--- config.mk ---
export PLATFORM = sky130hd
export DESIGN_NAME = dmem_ctrl_flat
export DESIGN_NICKNAME = d
export VERILOG_FILES = /design/src/rtl/dmem_ctrl_if.sv /design/src/rtl/dmem_ctrl.sv /design/src/flat_wrapper.sv
export SDC_FILE = /design/constraint.sdc
export NUM_CORES = 1
export LEC_CHECK = 0
export CAP_MARGIN = 20
export CORE_ASPECT_RATIO = 0.75
export CORE_MARGIN = 1
export CORE_UTILIZATION = 30
export CTS_CLUSTER_DIAMETER = 80
export DETAILED_ROUTE_END_ITERATION = 16
export DONT_BUFFER_PORTS = 1
export PLACE_DENSITY_LB_ADDON = 0.05
export SYNTH_ARGS = -nofsm -noshare
export SYNTH_HDL_FRONTEND = slang
export SYNTH_SLANG_ARGS = --single-unit
--- constraint.sdc ---
create_clock -name clk -period 2.78 [get_ports clk]
set_clock_uncertainty 0.05 [all_clocks]
set_input_delay 0.695 -clock clk [delete_from_list [all_inputs] [get_ports clk]]
set_output_delay 0.695 -clock clk [all_outputs]
set_load 0.05 [all_outputs]
--- src/rtl/dmem_ctrl_if.sv ---
// Data-memory bus between the load/store controller and memory.
// master: req/we/addr/wdata out; slave: gnt/rvalid/err/rdata out.
interface dmem_ctrl_if;
  logic        bus_req;
  logic        bus_we;
  logic [31:0] bus_addr;
  logic [31:0] bus_wdata;
  logic        bus_gnt;
  logic        bus_rvalid;
  logic        bus_err;
  logic [31:0] bus_rdata;

  modport master (
    output bus_req, bus_we, bus_addr, bus_wdata,
    input  bus_gnt, bus_rvalid, bus_err, bus_rdata
  );

  modport slave (
    input  bus_req, bus_we, bus_addr, bus_wdata,
    output bus_gnt, bus_rvalid, bus_err, bus_rdata
  );
endinterface

--- src/rtl/dmem_ctrl.sv ---
// Memory-stage load/store controller: IDLE/REQ/WAIT/DONE bus FSM.
// Ports: clk, reset(n), pipeline Mem* in, ReadDataM/StallM/MemFault out, bus master.
module dmem_ctrl #(
  parameter int TIMEOUT = 255
) (
  input  logic        clk,
  input  logic        reset,
  input  logic        MemReadM,
  input  logic        MemWriteM,
  input  logic [31:0] ALUOutM,
  input  logic [31:0] WriteDataM,
  output logic [31:0] ReadDataM,
  output logic        StallM,
  output logic        MemFault,
  input  logic        FaultClr,
  dmem_ctrl_if.master bus
);

  localparam int CLW = $clog2(TIMEOUT + 1);
  localparam int CW  = (CLW > 8) ? CLW : 8;

  typedef enum logic [1:0] {
    IDLE,
    REQ,
    WAIT,
    DONE
  } state_t;

  state_t        state;
  logic [CW-1:0] cnt;
  logic [31:0]   rdata_q;
  logic          access;
  logic          aligned;
  logic          cnt_last;

  assign access    = MemReadM | MemWriteM;
  assign aligned   = (ALUOutM[1:0] == 2'b00);
  assign cnt_last  = ((cnt + CW'(1)) == CW'(TIMEOUT));
  assign ReadDataM = rdata_q;

  // Gated by reset so the pipeline is released while reset is held.
  always_comb begin
    StallM = 1'b0;
    unique case (state)
      IDLE:     StallM = access;
      REQ:      StallM = 1'b1;
      WAIT:     StallM = 1'b1;
      default:  StallM = 1'b0;
    endcase
    StallM = StallM & reset;
  end

  always_ff @(posedge clk or negedge reset) begin
    if (!reset) begin
      state         <= IDLE;
      cnt           <= '0;
      rdata_q       <= '0;
      MemFault      <= 1'b0;
      bus.bus_req   <= 1'b0;
      bus.bus_we    <= 1'b0;
      bus.bus_addr  <= '0;
      bus.bus_wdata <= '0;
    end else begin
      // Any fault set below overrides this clear.
      if (FaultClr) MemFault <= 1'b0;
      unique case (state)
        IDLE: begin
          if (access) begin
            if (aligned) begin
              state         <= REQ;
              bus.bus_req   <= 1'b1;
              bus.bus_we    <= MemWriteM;
              bus.bus_addr  <= {ALUOutM[31:2], 2'b00};
              bus.bus_wdata <= WriteDataM;
            end else begin
              MemFault <= 1'b1;
              rdata_q  <= '0;
              state    <= DONE;
            end
          end
        end
        REQ: begin
          if (bus.bus_gnt) begin
            bus.bus_req <= 1'b0;
            bus.bus_we  <= 1'b0;
            if (bus.bus_we) begin
              if (bus.bus_err) MemFault <= 1'b1;
              state <= DONE;
            end else if (bus.bus_rvalid) begin
              rdata_q <= bus.bus_err ? '0 : bus.bus_rdata;
              if (bus.bus_err) MemFault <= 1'b1;
              state <= DONE;
            end else begin
              cnt   <= '0;
              state <= WAIT;
            end
          end
        end
        WAIT: begin
          if (bus.bus_rvalid) begin
            rdata_q <= bus.bus_err ? '0 : bus.bus_rdata;
            if (bus.bus_err) MemFault <= 1'b1;
            state <= DONE;
          end else begin
            cnt <= cnt + CW'(1);
            if (cnt_last) begin
              MemFault <= 1'b1;
              rdata_q  <= '0;
              state    <= DONE;
            end
          end
        end
        DONE:    state <= IDLE;
        default: state <= IDLE;
      endcase
    end
  end

endmodule

--- src/flat_wrapper.sv ---
// flat-port wrapper written by rule: the top's interface ports become plain ports
module dmem_ctrl_flat 
#(
  parameter int TIMEOUT = 255
)
  (clk, reset, MemReadM, MemWriteM, ALUOutM, WriteDataM, ReadDataM, StallM, MemFault, FaultClr, bus_bus_req, bus_bus_we, bus_bus_addr, bus_bus_wdata, bus_bus_gnt, bus_bus_rvalid, bus_bus_err, bus_bus_rdata);
  dmem_ctrl_if bus_i ();
  input  logic clk;
  input  logic reset;
  input  logic MemReadM;
  input  logic MemWriteM;
  input  logic [31:0] ALUOutM;
  input  logic [31:0] WriteDataM;
  output logic [31:0] ReadDataM;
  output logic StallM;
  output logic MemFault;
  input  logic FaultClr;
  output wire logic [$bits(bus_i.bus_req)-1:0] bus_bus_req;
  output wire logic [$bits(bus_i.bus_we)-1:0] bus_bus_we;
  output wire logic [$bits(bus_i.bus_addr)-1:0] bus_bus_addr;
  output wire logic [$bits(bus_i.bus_wdata)-1:0] bus_bus_wdata;
  input wire logic [$bits(bus_i.bus_gnt)-1:0] bus_bus_gnt;
  input wire logic [$bits(bus_i.bus_rvalid)-1:0] bus_bus_rvalid;
  input wire logic [$bits(bus_i.bus_err)-1:0] bus_bus_err;
  input wire logic [$bits(bus_i.bus_rdata)-1:0] bus_bus_rdata;
  assign bus_bus_req = bus_i.bus_req;
  assign bus_bus_we = bus_i.bus_we;
  assign bus_bus_addr = bus_i.bus_addr;
  assign bus_bus_wdata = bus_i.bus_wdata;
  assign bus_i.bus_gnt = bus_bus_gnt;
  assign bus_i.bus_rvalid = bus_bus_rvalid;
  assign bus_i.bus_err = bus_bus_err;
  assign bus_i.bus_rdata = bus_bus_rdata;
  dmem_ctrl #(.TIMEOUT(TIMEOUT)) u_core (.clk(clk), .reset(reset), .MemReadM(MemReadM), .MemWriteM(MemWriteM), .ALUOutM(ALUOutM), .WriteDataM(WriteDataM), .ReadDataM(ReadDataM), .StallM(StallM), .MemFault(MemFault), .FaultClr(FaultClr), .bus(bus_i));
endmodule
; Word level (Yosys, flattened, before mapping)
; Cells that the tools add are included.
[word_totals]
reg_bits = 107
word_cells = 75
[op_classes]
n_addsub = 1
eq_ne = 13
mux = 40
bitwise_logic = 2
n_reduce_logical = 11
[op_table]
columns = operator, n
row1 = 32-bit two-way mux, 8
row2 = 32-bit one-hot mux with 3 select lines, 1
row3 = 8-bit two-way mux, 4
row4 = 8-bit one-hot mux with 2 select lines, 1
row5 = 1-bit two-way mux, 15
row6 = 2-bit two-way mux, 6
row7 = "2-bit != test, second input constant", 6
row8 = "8-bit by 1-bit adder with 8-bit output, second input constant", 1
row9 = "8-bit equality test, second input constant", 1
row10 = 2-bit one-hot mux with 4 select lines, 1
row11 = 7-bit AND reduction, 1
row12 = 1-bit one-hot mux with 2 select lines, 3
row13 = 3-bit AND reduction, 2
row14 = 5-bit AND reduction, 1
row15 = "2-bit equality test, second input constant", 2
row16 = 2-bit logical NOT, 2
row17 = "2-bit by 1-bit != test with 1-bit output, second input constant", 2
row18 = 4-bit AND reduction, 1
row19 = 2-bit nonzero test, 2
row20 = "3-bit by 2-bit != test with 1-bit output, second input constant", 1
row21 = 1-bit one-hot mux with 3 select lines, 1
row22 = 3-bit nonzero test, 1
row23 = "2-bit by 1-bit equality test with 1-bit output, second input constant", 1
row24 = 2-bit OR reduction, 1
row25 = 2 further kinds, 2

; Depth between registers and ports, before layout
[logic_depth]
depth_word = 6
ltp_mapped = 9

; Worst setup path after synthesis
; OpenSTA, ideal clock, no wires.
[synth_timing]
path_kind = in2out
from = input port MemWriteM
to = output port StallM
arrival_time_ns = 2.022
required_ns = 2.035
setup_slack_ns = 0.013
cell_stages = 4
n_path_buf = 0
cell_sequence = nor2_1 -> inv_1 -> a21oi_1 -> nor3b_1
[synth_via]
elab_chain_len = 3
[synth_lines]
columns = element, line
row1 = "start, declared", flat_wrapper.sv:11  ; input logic MemWriteM;
row2 = 1-bit OR, dmem_ctrl.sv:36  ; assign access = MemReadM | MemWriteM;
row3 = 1-bit one-hot mux with 2 select lines, dmem_ctrl.sv:44  ; unique case (state)
row4 = 1-bit AND, dmem_ctrl.sv:50  ; StallM = StallM & reset;
row5 = "end, declared", flat_wrapper.sv:15  ; output logic StallM;
; Every way passes these cells.

; Worst setup path in the final report
[layout_timing]
from = register u_core.state[0]
to = output port StallM
[layout_via]
elab_chain_len = 4
[layout_lines]
columns = element, line
row1 = "start, declared", dmem_ctrl.sv:29  ; state_t state;
row2 = "start signal, assigned", dmem_ctrl.sv:55  ; state <= IDLE;
row3 = "start signal, assigned", dmem_ctrl.sv:70  ; state <= REQ;
row4 = "start signal, assigned", dmem_ctrl.sv:78  ; state <= DONE;
row5 = 2-bit by 1-bit equality test with 1-bit output / 2-bit equality test (equally long branches), dmem_ctrl.sv:44
row6 = 2-bit OR reduction (no source line), --
row7 = 1-bit one-hot mux with 2 select lines (*), dmem_ctrl.sv:44
row8 = 1-bit AND (*), dmem_ctrl.sv:50
; Mark *: on every way between the ends. The rest lies on a longest branch, timed or not.

==> results_dict.tcl <==
set metrics [dict create \
    status "finished with violations" \
    violations "negative hold slack" \
    synthMostInstantiatedCell "dfrtp_1" \
    r2r_start "u_core.state[0]" \
    worstHoldPathType "primary input to asynchronous set/reset pin" \
    die_y_um 108.0 \
    overflow 0 \
    post_cts_buffers 0 \
    syn-cell-area_um2 4492 \
    seq_area_frac_synth_pct 59.61 \
    setup_viol 0 \
    drt-total-wl_mm 9.374 \
    worstPathRequired_ns 2.04 \
    critPathCaptureType "primary output" \
    drv_slew 0 \
    viasPerCell 4.816 \
    fill_cells 1436 \
    ys_top_cells_by_count "107 x dfrtp_1, 62 x mux2_2, 16 x a22o_1, 16 x a22o_2, 13 x o21ai_0" \
    synth_flop_cell "dfrtp_1" \
    holdWs_ns -0.005476 \
    place_congestion 0.7091 \
    path_clk_slew_ns 0.07 \
    relSlewSlack_pct 66.06 \
    tightest_slew_ns 0.5091 \
    wire_per_inst_um 18.17 \
    arrival_ns 1.83 \
    drt-initial-drc-count 73 \
    finalNetCount 420 \
    r2r_end "u_core.ReadDataM[2]" \
    synth.distinct_cells 43 \
    syn_area_per_cell_um2 14.44 \
    busiest_layer "met2" \
    worstPathMaxFanout 10 \
    cts_sinks 107 \
    startpoint_type "flop" \
    grt_max_degree 109 \
    cts_resized 0 \
    core_area_um2 14550 \
    fin_crit_ns 2.572 \
    port_buffers 0 \
    clockBufferDepth 2 \
    dieArea_um2 15470 \
    rows 38 \
    start_util_pct 30.87 \
    synthDominantAreaCellType "dfrtp_1" \
    fin_tns_setup_ns 0 \
    rsz0062_at_grt "false" \
    report.final.hold_viol_count 10 \
    cts_tree "built" \
    grtUsageTotal_pct 12.28 \
    synthArstFlopShare_pct 100.0 \
    critPathKind "flop to primary output" \
    clk_latency_ns 0.34 \
    cts_made_buffers 9 \
    synth_seq_cells 107 \
    first_pass_iters 4 \
    synth_cells 311 \
    final_util_pct 34.17 \
    dr_total_vias 2485 \
    die_w_um 143.3 \
    grtUsageMet2_pct 18.78 \
    synth_edf_count 0 \
    multi_input_area_um2 1649 \
    fmax_mhz 388.8 \
    synth_area_leaders "dfrtp_1 60%, mux2_2 16%, a22o_2 3.6%" \
    grt_pass1_vias 2620 \
    seq_area_um2 2678 \
    htreeDepth 3 \
    period_share_pct 92.52 \
    root_buffer "clkbuf_16" \
    area_delta_synth_final_pct 10.67 \
    reg2reg_slack_ns 0.42 \
    yosysTopAreaCellShare_pct 59.61 \
    drive_gt1_share_pct 34.60 \
    gr-usage-met1_pct 14.57 \
    synth-warning-count 0 \
    ant_nets 0 \
    met3_usage_pct 6.156 \
    drc_errors 0 \
    ios 204 \
    grt_pass1_wl_mm 14.05 \
    reg2reg_depth 8 \
    drv_cap 0 \
    dp_hpwl_mm 6.291 \
    antenna_found_initial 1 \
]
-- metrics by stage --
stage	area [um^2]	setup slack, ns	hold WS (ns)	std cells
global placement	4681	0.3871	0.3518	499
global route	4969	0.04055	-0.03984	515
floorplan	4496	0.01289	0.3494	312
CTS	4969	0.1790	-0.03152	515
detailed placement	4681	0.4190	0.3517	499
finish	4971	0.2080	-0.005476	516
-- routing by layer --
| metal | up-vias | wire length (um) |
|---|---|---|
| li1 | 1120 | - |
| met1 | 1223 | 3928 |
| met2 | 130 | 4234 |
| met3 | 12 | 1058 |
| met4 | 0 | 153 |
| met5 | - | 0 |
-- how the worst max path moves through the flow --
stage	startpoint	endpoint	depth (start not counted)
2_1_floorplan	MemWriteM	StallM	4
3_3_place_gp	u_core.state[0]	u_core.ReadDataM[12]	8
3_5_place_dp	u_core.state[0]	u_core.ReadDataM[25]	8
4_1_cts	u_core.state[0]	StallM	5
5_1_grt	u_core.state[0]	StallM	5
6_report	u_core.state[0]	StallM	5
-- logic make-up (layout without fill, tap and decap cells) --
| kind of cell | count (synthesis) | count (layout) | synth area share (%) |
|---|---|---|---|
| compound gates | 63 | 63 | 11.70 |
| xor+xnor | 4 | 4 | 1.198 |
| fa+ha+maj | 6 | 6 | 1.671 |
| buf+inv | 27 | 30 | 4.039 |
| flops | 107 | 107 | 59.61 |
| mux | 65 | 65 | 16.21 |
| other cells | 1 | 3 | 0.08349 |
| simple gates | 38 | 38 | 5.488 |
-- cell usage in the layout, fill, tap and decap left out, types with 2 or more instances in the layout --
cell,instances
buf_4,5
mux2_2,62
a21oi_1,4
clkbuf_1,3
clkbuf_16,9
a22o_2,16
dfrtp_1,107
a22o_1,16
buf_12,2
xor2_1,3
o31ai_1,3
nand2b_1,3
nor4_1,2
nor2_1,4
nand2_1,7
o21ai_0,13
nand3_1,2
ha_1,6
nand4_1,4
nor2b_1,6
a22oi_1,2
conb_1,2
mux2i_1,3
inv_1,7
-- registers in the layout (all words and copies together), names as in the netlist --
signal and count:
u_core.ReadDataM 32, u_core.bus.bus_wdata 32, u_core.bus.bus_addr 30, u_core.cnt 8, u_core.state 2, u_core.MemFault 1
u_core.bus.bus_req 1, u_core.bus.bus_we 1
-- worst max-delay path, stage by stage, from the launching register on --
cell and delay (ns):
dfrtp_1 0.40, inv_1 0.14, ha_1 0.42, a21oi_1 0.14, nor3b_2 0.17, buf_4 0.21
-- layout make-up --
type                    count  area share, %
clock buffers              12          4.757
flip-flops and latches    107          53.86
diodes                      1        0.05034
inverters                   7         0.5286
multi-input cells         178          33.17
repair buffers              7          1.561
well taps                 200          5.034
clock inverters             4          1.032
Power is not shown: default switching activity piles up to over one toggle a cycle in this logic, so the estimate is an artifact.
